$ cat config.mk
export PLATFORM = sky130hd
export DESIGN_NAME = dut_test_sequencer
export DESIGN_NICKNAME = d
export VERILOG_FILES = /design/src/rtl/dut_test_sequencer.sv
export SDC_FILE = /design/constraint.sdc
export NUM_CORES = 1
export LEC_CHECK = 0
export CAP_MARGIN = 25
export CELL_PAD_IN_SITES_DETAIL_PLACEMENT = 2
export CELL_PAD_IN_SITES_GLOBAL_PLACEMENT = 2
export CORE_UTILIZATION = 36
export CTS_CLUSTER_DIAMETER = 40
export DETAILED_ROUTE_END_ITERATION = 12
export DONT_BUFFER_PORTS = 1
export GPL_TIMING_DRIVEN = 0
export PLACE_DENSITY = 0.91
export SLEW_MARGIN = 0
export SYNTH_ARGS = -nofsm -noshare
export SYNTH_HDL_FRONTEND = slang
export SYNTH_SLANG_ARGS = --single-unit
$ cat constraint.sdc
create_clock -name CLK -period 4.4 [get_ports CLK]
set_clock_uncertainty 0.15 [all_clocks]
set_input_delay 0.88 -clock CLK [delete_from_list [all_inputs] [get_ports CLK]]
set_output_delay 0.88 -clock CLK [all_outputs]
set_load 0.03 [all_outputs]
$ cat src/rtl/dut_test_sequencer.sv
// DUT test sequencer: selects one of NUM_DUT slots, fires a start pulse,
// times the start->ready latency under a watchdog and registers the result.
//
// Ports:
//   CLK, RST        clock, synchronous active-high reset
//   START_FLAG      host level request; rising edge starts a run in IDLE
//   SEL             requested slot, latched into sel_q while idle
//   DATA_IN         passed straight through to DUT_DIN
//   DUT_EN          one-hot enable of the latched slot
//   DUT_START       one-cycle start pulse (the ARM cycle)
//   DUT_DOUT/HEAD   flattened per-slot data and header buses
//   DUT_RDY         per-slot ready flags; a rising edge completes a run
//   DATA_OUT        data captured from the last completed run
//   HEAD_INFO       {NUM_DUT[5:0], header of latched slot}
//   CYCLE_CNT       latency of the last run (or count reached at timeout)
//   BUSY, RDY_FLAG  status: ARM/RUN, DONE
//   ERR             0 ok, 1 timeout, 2 slot out of range
module dut_test_sequencer #(
    parameter int BITWIDTH_DATA   = 16,
    parameter int NUM_DUT         = 3,
    parameter int NUM_BITS_HEADER = 32,
    parameter int CNT_WIDTH       = 24,
    parameter int TIMEOUT_CYCLES  = 1000000,
    localparam int SW = (NUM_DUT > 1) ? $clog2(NUM_DUT) : 1,
    localparam int HW = NUM_BITS_HEADER - 6
) (
    input  logic                         CLK,
    input  logic                         RST,
    input  logic                         START_FLAG,
    input  logic [SW-1:0]                SEL,
    input  logic [BITWIDTH_DATA-1:0]     DATA_IN,
    output logic [NUM_DUT-1:0]           DUT_EN,
    output logic                         DUT_START,
    output logic [BITWIDTH_DATA-1:0]     DUT_DIN,
    input  logic [NUM_DUT*BITWIDTH_DATA-1:0] DUT_DOUT,
    input  logic [NUM_DUT*HW-1:0]        DUT_HEAD,
    input  logic [NUM_DUT-1:0]           DUT_RDY,
    output logic [BITWIDTH_DATA-1:0]     DATA_OUT,
    output logic [NUM_BITS_HEADER-1:0]   HEAD_INFO,
    output logic [CNT_WIDTH-1:0]         CYCLE_CNT,
    output logic                         BUSY,
    output logic                         RDY_FLAG,
    output logic [1:0]                   ERR
);

    localparam int BW = BITWIDTH_DATA;
    localparam logic [CNT_WIDTH-1:0] TO_LAST = CNT_WIDTH'(TIMEOUT_CYCLES - 1);
    localparam logic [5:0] ND6 = 6'(NUM_DUT);

    typedef enum logic [2:0] {IDLE, ARM, RUN, DONE, ERRST} state_t;

    state_t               state, state_d;
    logic                 start_q;
    logic                 rdy_prev, rdy_prev_d;
    logic [SW-1:0]        sel_q, sel_d;
    logic [CNT_WIDTH-1:0] cnt, cnt_d;
    logic [CNT_WIDTH-1:0] ccnt_q, ccnt_d;
    logic [1:0]           err_q, err_d;
    logic [BW-1:0]        dout_q, dout_d;

    logic                 rdy_sel;
    logic [BW-1:0]        dout_sel;
    logic [HW-1:0]        head_sel;
    logic [NUM_DUT-1:0]   en;
    logic                 start_ev, sel_ok, rdy_rise, timeout_hit;

    // Slot mux driven only by the latched selection, never by SEL directly.
    always_comb begin
        en       = '0;
        rdy_sel  = 1'b0;
        dout_sel = '0;
        head_sel = '0;
        for (int k = 0; k < NUM_DUT; k++) begin
            if (sel_q == SW'(k)) begin
                en[k]    = 1'b1;
                rdy_sel  = DUT_RDY[k];
                dout_sel = DUT_DOUT[k*BW +: BW];
                head_sel = DUT_HEAD[k*HW +: HW];
            end
        end
    end

    assign start_ev    = START_FLAG & ~start_q;
    assign sel_ok      = 32'(SEL) < 32'(NUM_DUT);
    assign rdy_rise    = rdy_sel & ~rdy_prev;
    assign timeout_hit = (TIMEOUT_CYCLES != 0) && (cnt == TO_LAST);

    always_ff @(posedge CLK) begin
        if (RST) begin
            state    <= IDLE;
            start_q  <= 1'b0;
            rdy_prev <= 1'b0;
            sel_q    <= '0;
            cnt      <= '0;
            ccnt_q   <= '0;
            err_q    <= 2'd0;
            dout_q   <= '0;
        end else begin
            state    <= state_d;
            start_q  <= START_FLAG;
            rdy_prev <= rdy_prev_d;
            sel_q    <= sel_d;
            cnt      <= cnt_d;
            ccnt_q   <= ccnt_d;
            err_q    <= err_d;
            dout_q   <= dout_d;
        end
    end

    always_comb begin
        state_d    = state;
        rdy_prev_d = rdy_prev;
        sel_d      = sel_q;
        cnt_d      = cnt;
        ccnt_d     = ccnt_q;
        err_d      = err_q;
        dout_d     = dout_q;
        unique case (state)
            IDLE: begin
                if (sel_ok)
                    sel_d = SEL;
                if (start_ev) begin
                    if (sel_ok) begin
                        state_d = ARM;
                        cnt_d   = '0;
                        err_d   = 2'd0;
                    end else begin
                        state_d = ERRST;
                        err_d   = 2'd2;
                    end
                end
            end
            ARM: begin
                // Ready level seen here is the baseline; only a later
                // rising edge counts as completion.
                rdy_prev_d = rdy_sel;
                state_d    = RUN;
            end
            RUN: begin
                rdy_prev_d = rdy_sel;
                if (cnt != '1)
                    cnt_d = cnt + 1'b1;
                if (rdy_rise) begin
                    dout_d  = dout_sel;
                    ccnt_d  = cnt;
                    state_d = DONE;
                end else if (timeout_hit) begin
                    ccnt_d  = cnt;
                    err_d   = 2'd1;
                    state_d = ERRST;
                end
            end
            DONE, ERRST: begin
                if (!START_FLAG)
                    state_d = IDLE;
            end
            default: state_d = IDLE;
        endcase
    end

    assign DUT_EN    = en;
    assign DUT_START = (state == ARM);
    assign DUT_DIN   = DATA_IN;
    assign DATA_OUT  = dout_q;
    assign HEAD_INFO = {ND6, head_sel};
    assign CYCLE_CNT = ccnt_q;
    assign BUSY      = (state == ARM) || (state == RUN);
    assign RDY_FLAG  = (state == DONE);
    assign ERR       = err_q;

endmodule

After elaboration in Yosys (flattened, before gate mapping)
Index checks and enable logic that the tools add are counted.
{"block": "classes", "reduce_logical": 13, "mux": 29, "order_cmp": 1, "n_bitwise": 4, "n_eq_ne": 15, "n_addsub": 1}
{"operator": "$mux 24", "n": 5}
{"operator": "$mux 26", "n": 3}
{"operator": "$mux 16", "n": 3}
{"operator": "$pmux 24 s2", "n": 1}
{"operator": "$add 24x1->24 const B", "n": 1}
{"operator": "$eq 24x20->1 const B", "n": 1}
{"operator": "$ne 24x24->1 const B", "n": 1}
{"operator": "$mux 3", "n": 5}
{"operator": "$ne 2x2->1 const B", "n": 6}
{"operator": "$pmux 3 s4", "n": 1}
{"operator": "$mux 2", "n": 4}
{"operator": "$reduce_and 4->1", "n": 2}
{"operator": "$eq 3x2->1 const B", "n": 2}
{"operator": "$mux 1", "n": 6}
{"operator": "$reduce_and 2->1", "n": 3}
{"operator": "$pmux 2 s2", "n": 1}
{"operator": "$reduce_bool 2->1", "n": 2}
{"operator": "$reduce_or 2->1", "n": 2}
{"operator": "$eq 3x1->1 const B", "n": 1}
{"operator": "$eq 3x3->1 const B", "n": 1}
{"operator": "$logic_not 3->1", "n": 1}
{"operator": "$ne 3x3->1 const B", "n": 1}
{"operator": "$reduce_and 3->1", "n": 1}
{"operator": "$and 1x1->1", "n": 2}
{"operator": "other kinds (6)", "n": 7}
{"block": "totals", "out_inout_bits": 96, "ff_bits": 73, "wordCells": 71, "in_bits": 150}

Depth between registers and ports, before layout
Gate-level depths: netlist (run 1).
{"block": "logic_depth", "ltp_word": 7, "depth_mapped": 8, "mapped_depth_nobuf": 6}

Worst setup path after synthesis (run 1)
Ideal clock, no wire load.
{"block": "synth_timing", "kind": "reg2out", "startpoint": "register sel_q[1]", "endpoint": "output port HEAD_INFO[10]", "path_stages_with_launch": 6, "t_required_ns": 3.370, "t_arrival_ns": 2.129, "n_path_buf": 3, "setup_slack_ns": 1.241, "path_cell_list": "dfxtp_1 -> buf_2 -> buf_1 -> buf_2 -> mux2i_1 -> o21ai_0"}
{"block": "synth_between", "elab_chain_len": 4}
{"element": "start: declaration", "line": "55", "source": "logic [SW-1:0] sel_q, sel_d;"}
{"element": "start signal: assignment", "line": "102", "source": "sel_q <= sel_d;"}
{"element": "$logic_not 2->1", "line": "74", "source": "if (sel_q == SW'(k)) begin"}
{"element": "$mux 26 (2 in a row)", "line": "74"}
{"element": "$mux 26 (*)", "line": "74"}
{"element": "end: declaration", "line": "39", "source": "output logic [NUM_BITS_HEADER-1:0] HEAD_INFO,"}
Every way passes the cells marked *; elsewhere a longest branch is shown, timed or not.

Worst setup path in the final report (run 1)
{"block": "layout_timing", "startpoint": "register sel_q[1]", "endpoint": "output port HEAD_INFO[17]"}
Same word-level chain as after synthesis.

==> results.txt, run 1 <==
- Critical path endpoint: HEAD_INFO[17]
- The detail route stage leaves a number of antenna-violating nets equal to 0.
* Detailed-router iteration count before antenna repair: 5
* Post-CTS setup buffers: 0
- Final hold slack: 398 ps
- Distinct cell type count after synthesis: between 50 and 60
- CP max FO: 10
* Largest voltage drop on the vdd net: 0.228 mV
- Drt drc: 0
- Critical path required time: 3370 ps
- Number of maximum-capacitance constraint violations: 0
- Sequential area share after synthesis: 0.327
- Shortest period the worst path allows: 4010 ps
- Share of synthesized flip-flops with an asynchronous set or reset: 0
- The worst register-to-register path has a setup slack of 990 ps.
- Summed over all cells, the static leakage comes to 1.62 nW.
- Netlist area before placement: about 4500 um^2
* Final HPWL from detailed placement: 13,800 um
- After technology mapping, the gate count stands at around 550.
- In this run the tool buffered the top-level ports with 0 buffer cells.
- The critical path in this run is classified as flip-flop to primary output.
- Weighted congestion reported at the end of routability-driven placement: about 1.1
* Count of final max-slew check failures: 0
* Endpoint of the lowest-slack register-to-register path: CYCLE_CNT[11]
- Vias in the first global route: 4,972
- Clock slew seen by the registers of the worst setup and hold paths: 60 ps
- Crit path launch: sel_q[1]
- At the end of the flow, the number of nets in the layout was 725.
* Most common cell after layout, fill and taps aside: sky130_fd_sc_hd__dfxtp_1
* Clock network latency to the later pin of the worst-skew pair: roughly 340 ps
* Total Power: 0.00281 W
- 246 I/O pins were placed.
- Die Outline Area: 12,900 um^2
* Kind of path behind the tightest hold check: flip-flop to flip-flop
- In the final layout, the share of cells above drive strength 1 is 0.117.
* TritonCTS Buffers: 9
- First-pass GRT wire length: ~30,000 um
- Overflow left after global routing: 0
- Max Root-Sink Buffers: 2
- Data on the critical path arrives at its endpoint at 2980 ps.
* Non-Filler Instances: 747
- CTS built an H-tree with a depth of 3.
- STA classifies the critical path endpoint as a primary output.
- Avg Synthesized Cell Area: 8.11 um^2
* Launch point of the worst reg-to-reg path: cnt[0]
* Reg2reg path depth: 8
* Least setup slack across all paths after layout: 387 ps
- Commonest cells after routing, fill and taps aside: 73 x sky130_fd_sc_hd__dfxtp_1, 69 x sky130_fd_sc_hd__mux2i_1, 57 x sky130_fd_sc_hd__nor2_1
* Cell count after placement: 730
- The number of hold buffers added after CTS was 0.
* Clock net sink count: 73
* Startpoint type of the worst setup path: flip-flop
- The tree is rooted in a sky130_fd_sc_hd__clkbuf_16.
- Standard-cell rows: 40
* Floorplan core area: 12,100 um^2
* Maximum number of pins on one net before global-route repair: 14
* Result of the run: completed
- Total global routing track utilization: 0.298
- The number of gates resized after CTS was 0.
* Antenna diode count: 0
- Final period util: 0.912
- The floorplan step set the die width to 113 um.
* Register bit total from synthesis: between 70 and 80
* # setup viols final: 0
- WL per Instance: 25.7 um
* Yosys warning total: 0
- Total negative setup slack: 0 ps
- Height of the die: around 110 um
- Relative slew slack: 0.298
- Avg Vias per Cell: 6.07
- Number of antenna violations at the first check in global routing: 0
- Actual transition at the worst max-transition pin: between 1000 and 1500 ps
- For this run, the leading register cell type out of synthesis is sky130_fd_sc_hd__dfxtp_1.
- TritonCTS built the clock tree.
- Across all layers, the routed design uses 4,537 vias.
- Yosys mapped a number of flops with a built-in enable equal to 0.
- DP Worst Slack: around 720 ps
* RSZ-0062 raised after global routing: no
- The initial utilization of the core area, before any placement, comes to 0.370.
- In this run, the number of DRC markers left after iteration 0 of detailed routing was 260.
- WL final: 19,200 um
* Ratio of total power to cell area: 558 nW/um^2
- The hold violation total from the final report came to 0.
* Fillers: 1,354
- Area growth from synthesis to final layout: 12.8%
- Achievable Freq: 249 MHz
## critical path, stage by stage (launching register included)
cell,delay (ps)
sky130_fd_sc_hd__dfxtp_1,330
sky130_fd_sc_hd__buf_2,320
sky130_fd_sc_hd__buf_1,580
sky130_fd_sc_hd__buf_2,440
sky130_fd_sc_hd__mux2i_1,160
sky130_fd_sc_hd__o21ai_0,820
## worst min-delay path by stage
stage	cells after the start	end	slack, ps	from
2_1_floorplan	2	cnt[11]	320	cnt[11]
3_3_place_gp	2	cnt[5]	350	cnt[5]
3_5_place_dp	2	cnt[5]	390	cnt[5]
4_1_cts	2	cnt[5]	380	cnt[5]
5_1_grt	2	rdy_prev	430	rdy_prev
6_report	2	cnt[5]	400	cnt[5]
## Yosys cell counts, types with 4 or more instances
master                     instances  area, um^2
sky130_fd_sc_hd__dfxtp_1          73        1460
sky130_fd_sc_hd__mux2i_1          69         691
sky130_fd_sc_hd__nor2_1           57         214
sky130_fd_sc_hd__nand2b_1         51         319
sky130_fd_sc_hd__nand2_1          47         176
sky130_fd_sc_hd__o21ai_0          31         155
sky130_fd_sc_hd__a21oi_1          30         150
sky130_fd_sc_hd__clkbuf_1         25        93.8
sky130_fd_sc_hd__buf_4            22         165
sky130_fd_sc_hd__a211oi_1         20         150
sky130_fd_sc_hd__nand4_1          13        81.3
sky130_fd_sc_hd__buf_2            10        50.1
sky130_fd_sc_hd__o31ai_1           9        67.6
sky130_fd_sc_hd__nand3_1           8        40.0
sky130_fd_sc_hd__or4_1             7        52.6
sky130_fd_sc_hd__a31o_2            5        43.8
sky130_fd_sc_hd__inv_1             5        18.8
sky130_fd_sc_hd__or3_1             5        31.3
sky130_fd_sc_hd__and3_1            4        25.0
sky130_fd_sc_hd__nor2b_1           4        25.0
sky130_fd_sc_hd__nor3_1            4        20.0
sky130_fd_sc_hd__nor4_1            4        25.0
sky130_fd_sc_hd__xnor2_1           4        35.0
## state kept, by name, indices dropped and copies added, names as in the netlist
| register | count |
|---|---|
| CYCLE_CNT | 24 |
| rdy_prev | 1 |
| start_q | 1 |
| DATA_OUT | 16 |
| cnt | 24 |
| ERR | 2 |
| state | 3 |
| sel_q | 2 |
## stage by stage
step                      utilization  cell area (um^2)
after floorplan                     -              4480
after global placement          0.389              4690
after detailed placement        0.393              4730
after CTS                       0.417              5030
after global routing            0.418              5040
final                           0.418              5040
## cell type report
type | instances | area, um^2 | area share
Tap cell | 168 | 210 | 0.0417
Clock inverter | 6 | 67.6 | 0.0134
Buffer | 61 | 332 | 0.0658
Timing Repair Buffer | 8 | 48.8 | 0.00968
Sequential cell | 73 | 1460 | 0.290
Inverter | 5 | 18.8 | 0.00372
Multi-Input combinational cell | 416 | 2670 | 0.530
Clock buffer | 10 | 229 | 0.0454
## report_power, final
part           internal [W]  switching [W]
combinational      0.000352       0.000874
sequential         0.000718       0.000120
clock              0.000442       0.000304
total               0.00151        0.00130
## metal layers
layer,vias to the layer above,global-route usage,share of wire
li1,1982,-,-
met1,2251,0.351,0.39
met2,256,0.527,0.50
met3,48,0.0654,0.081
met4,0,0.116,0.029
met5,-,0,0
## kinds of logic (layout without fill, tap and decap cells)
logic type,count (synthesis),after routing,synth area share
fa+ha+maj,1,1,0.00280
compound gates,114,114,0.166
mux,69,69,0.155
other cells,2,6,0.00168
buf+inv,66,90,0.0784
simple gates,221,221,0.260
xor+xnor,5,5,0.00980
flops,73,73,0.327
No activity file was read; power rests on OpenSTA's default activity.
==> run 2: changes to the inputs <==
--- a/config.mk
+++ b/config.mk
@@ -10,2 +10,3 @@
 export CELL_PAD_IN_SITES_GLOBAL_PLACEMENT = 2
+export CORE_MARGIN = 2
 export CORE_UTILIZATION = 36
@@ -16,2 +17,3 @@
 export PLACE_DENSITY = 0.91
+export REMOVE_ABC_BUFFERS = 1
 export SLEW_MARGIN = 0
==> constraint.sdc (replaced) <==
create_clock -name CLK -period 4.4 [get_ports CLK]
set_clock_uncertainty 0.15 [all_clocks]
set_input_delay 1.32 -clock CLK [delete_from_list [all_inputs] [get_ports CLK]]
set_output_delay 1.32 -clock CLK [all_outputs]
set_load 0.03 [all_outputs]
==> results.txt, run 2 (synthesized netlist as in run 1, its figures left out) <==
- Most common cell after layout, fill and taps aside: sky130_fd_sc_hd__dfxtp_1
- Relative to the synthesized area, the layout overhead comes to 8.88%.
- The minimum hold slack was 392 ps (-5.74 ps).
- Detailed-router iteration count before antenna repair: 4 (-1)
- Fillers: 1,349 (-0.37%)
* Commonest cells after routing, fill and taps aside: 72 x sky130_fd_sc_hd__dfxtp_1, 69 x sky130_fd_sc_hd__mux2i_1, 57 x sky130_fd_sc_hd__nor2_1
- The y dimension of the die came to 115 um (+1.8%).
- Total global routing track utilization: 0.233 (-0.0652)
* Standard-cell rows: 40 (unchanged)
- Endpoint of the lowest-slack register-to-register path: CYCLE_CNT[8]
* # setup viols final: 0 (unchanged)
- The post-route clock period utilization came to 0.860 (-0.0525).
- Worst hold path startpoint: cnt[1]
- Critical path endpoint: HEAD_INFO[1]
* WL per Instance: 22.3 um (-13%)
* Internal power component: 0.00158 W (+4.8%)
- The floorplan die area came to 13,300 um^2 (+3.6%).
- The vias per cell is 5.83 (-4.0%).
- The proportion of power drawn by flip-flops and latches is 0.317 (+0.019).
- Final HPWL from detailed placement: 11,600 um (-16%)
- DP Worst Slack: 680 ps (-34.8 ps)
- The worst slew margin relative to its limit was 0.225 (-0.0725).
- Result of the run: completed
- Data arrival time of the critical path: 2310 ps (-670 ps)
- Crit path launch: sel_q[1]
- Post-CTS setup buffers: 0 (unchanged)
- The maximum clock insertion buffer count is 2 (unchanged).
- Floorplan core area: 12,100 um^2 (unchanged)
* Vias in the first global route: 4,521 (-9.1%)
* Static leakage: 1.50 nW (-7.7%)
* Switch share: 0.428 (-0.0337)
- The number of input and output port buffers inserted was 0 (unchanged).
- Shortest period the worst path allows: 3780 ps (-231 ps)
- Kind of path behind the tightest hold check: flip-flop to flip-flop
- Clock tree synthesis selected as its root buffer the cell sky130_fd_sc_hd__clkbuf_16.
- The power per standard cell area is 570 nW/um^2 (+2.1%).
- Clock network latency to the later pin of the worst-skew pair: 330 ps (about the same)
- The hold violation total from the final report was 0 (unchanged).
- Share of power burned in the clock network: 0.286 (+0.021)
- Setup repair after global routing left no endpoint under its margin.
* Drt drc: 0 (unchanged)
- Remaining antenna violation count: 0 (unchanged)
- Violation count after the first detailed-routing iteration: 153 (-41%)
- Sort of element at the end of the critical path: primary output
* Startpoint type of the worst setup path: flip-flop
- Overflow left after global routing: 0 (unchanged)
- Effective utilization at floorplan: 0.370 (unchanged)
- The number of nets at the end of the flow is 668 (-7.9%).
- The final weighted congestion of routability-driven global placement is 0.930 (-12%).
* Critical path required time: 2930 ps (-440 ps)
- Die Span X: 115 um (+1.8%)
- Setup CP Type: flip-flop to primary output
- Reg-to-reg slack, setup: 1100 ps (+110 ps)
- The achievable frequency came to 264 MHz (+6.1%).
- Clock net sink count: 73 (unchanged)
* CTS H-tree depth: 3 (unchanged)
* Cts hold-fix bufs: 0 (unchanged)
* Layout cells sized above 1: 0.0785 (-0.0389)
* Least setup slack across all paths after layout: 618 ps (+231 ps)
* Switching power of the nets: 0.00119 W (-8.6%)
* Reg2reg path depth: 7 (-1)
- Total number of vias: 4,028 (-11%)
* Total of cells resized after clock tree synthesis: 0 (unchanged)
- Largest voltage drop on the vdd net: 0.260 mV (+14%)
- Total negative setup slack: 0 ps (unchanged)
* TritonCTS clock tree: yes
- The initial antenna violation count came to 1 (+1).
- The number of max-slew violations in the final report is 0 (unchanged).
* TritonCTS Buffers: 9 (unchanged)
- The clock edge transition at the registers on the reported setup and hold paths is 60 ps (about the same).
- First-pass GRT wire length: 24,100 um (-18%)
* WL final: 15,400 um (-20%)
- Fraction of power consumed by combinational cells: 0.397 (-0.039)
- Launch point of the worst reg-to-reg path: cnt[0]
- The pin count of the biggest net entering global routing was 76 (+62).
* Actual transition at the worst max-transition pin: 1150 ps (+108 ps)
- The max-capacitance violation count came to 0 (unchanged).
- CP max FO: 35 (+25)
* Count of pins on the block boundary: 246 (unchanged)
==> run 2: cell count changes in the layout (fill, tap and decap cells not counted), sizes merged <==
cell / delta
buf: -31
clkbuf: -25
clkinvlp: -2
bufinv: +1
clkinv: +1
diode: +1
inv: -1
==> run 2: metal layers <==
layer	wire, um	share of wire	vias up	track usage
met4	235	0.015	0	0.0739
li1	-	-	1861	-
met3	1170	0.076	20	0.0754
met5	0	0	-	0.0148
met1	5980	0.39	1978	0.254
met2	8040	0.52	169	0.423
==> run 2: cell type report <==
class	instances	area, um^2	area share
antenna	1	2.50	0.000514
multi-input combinational	416	2690	0.552
clock inverter	5	78.8	0.0162
timing repair buffer	12	164	0.0337
sequential	73	1460	0.301
clock buffer	11	243	0.0499
tap	168	210	0.0432
inverter	5	18.8	0.00386
==> run 2: how the worst min path moves through the flow <==
stage / end / slack [ps] / cells after the start
detailed placement: cnt[7] / 380 / 2
CTS: cnt[7] / 390 / 2
floorplan: cnt[11] / 320 / 2
finish: CYCLE_CNT[1] / 390 / 2
global route: CYCLE_CNT[15] / 430 / 2
global placement: cnt[5] / 350 / 2
==> run 2: power groups by stage <==
stage | logic (W) | registers [W] | clock network [W]
floorplan | 0.000782 | 0.000901 | 0
global placement | 0.000912 | 0.000936 | 0
detailed placement | 0.00109 | 0.000893 | 0
CTS | 0.00110 | 0.000881 | 0.000816
global route | 0.00117 | 0.000891 | 0.000852
finish | 0.00110 | 0.000879 | 0.000793
==> run 2: stage by stage <==
step           cell area [um^2]  utilization  power [W]  cells
3_3_place_gp               4360        0.362    0.00185    662
3_5_place_dp               4540        0.376    0.00198    674
6_report                   4860        0.403    0.00277    691
5_1_grt                    4860        0.403    0.00292    691
4_1_cts                    4860        0.403    0.00280    690
2_1_floorplan              4150            -    0.00168    494
==> run 2: worst max-delay path, stage by stage, from the launching register on <==
cell	delay (ps)
sky130_fd_sc_hd__dfxtp_2	630
sky130_fd_sc_hd__buf_12	310
sky130_fd_sc_hd__mux2i_1	120
sky130_fd_sc_hd__o21ai_0	890
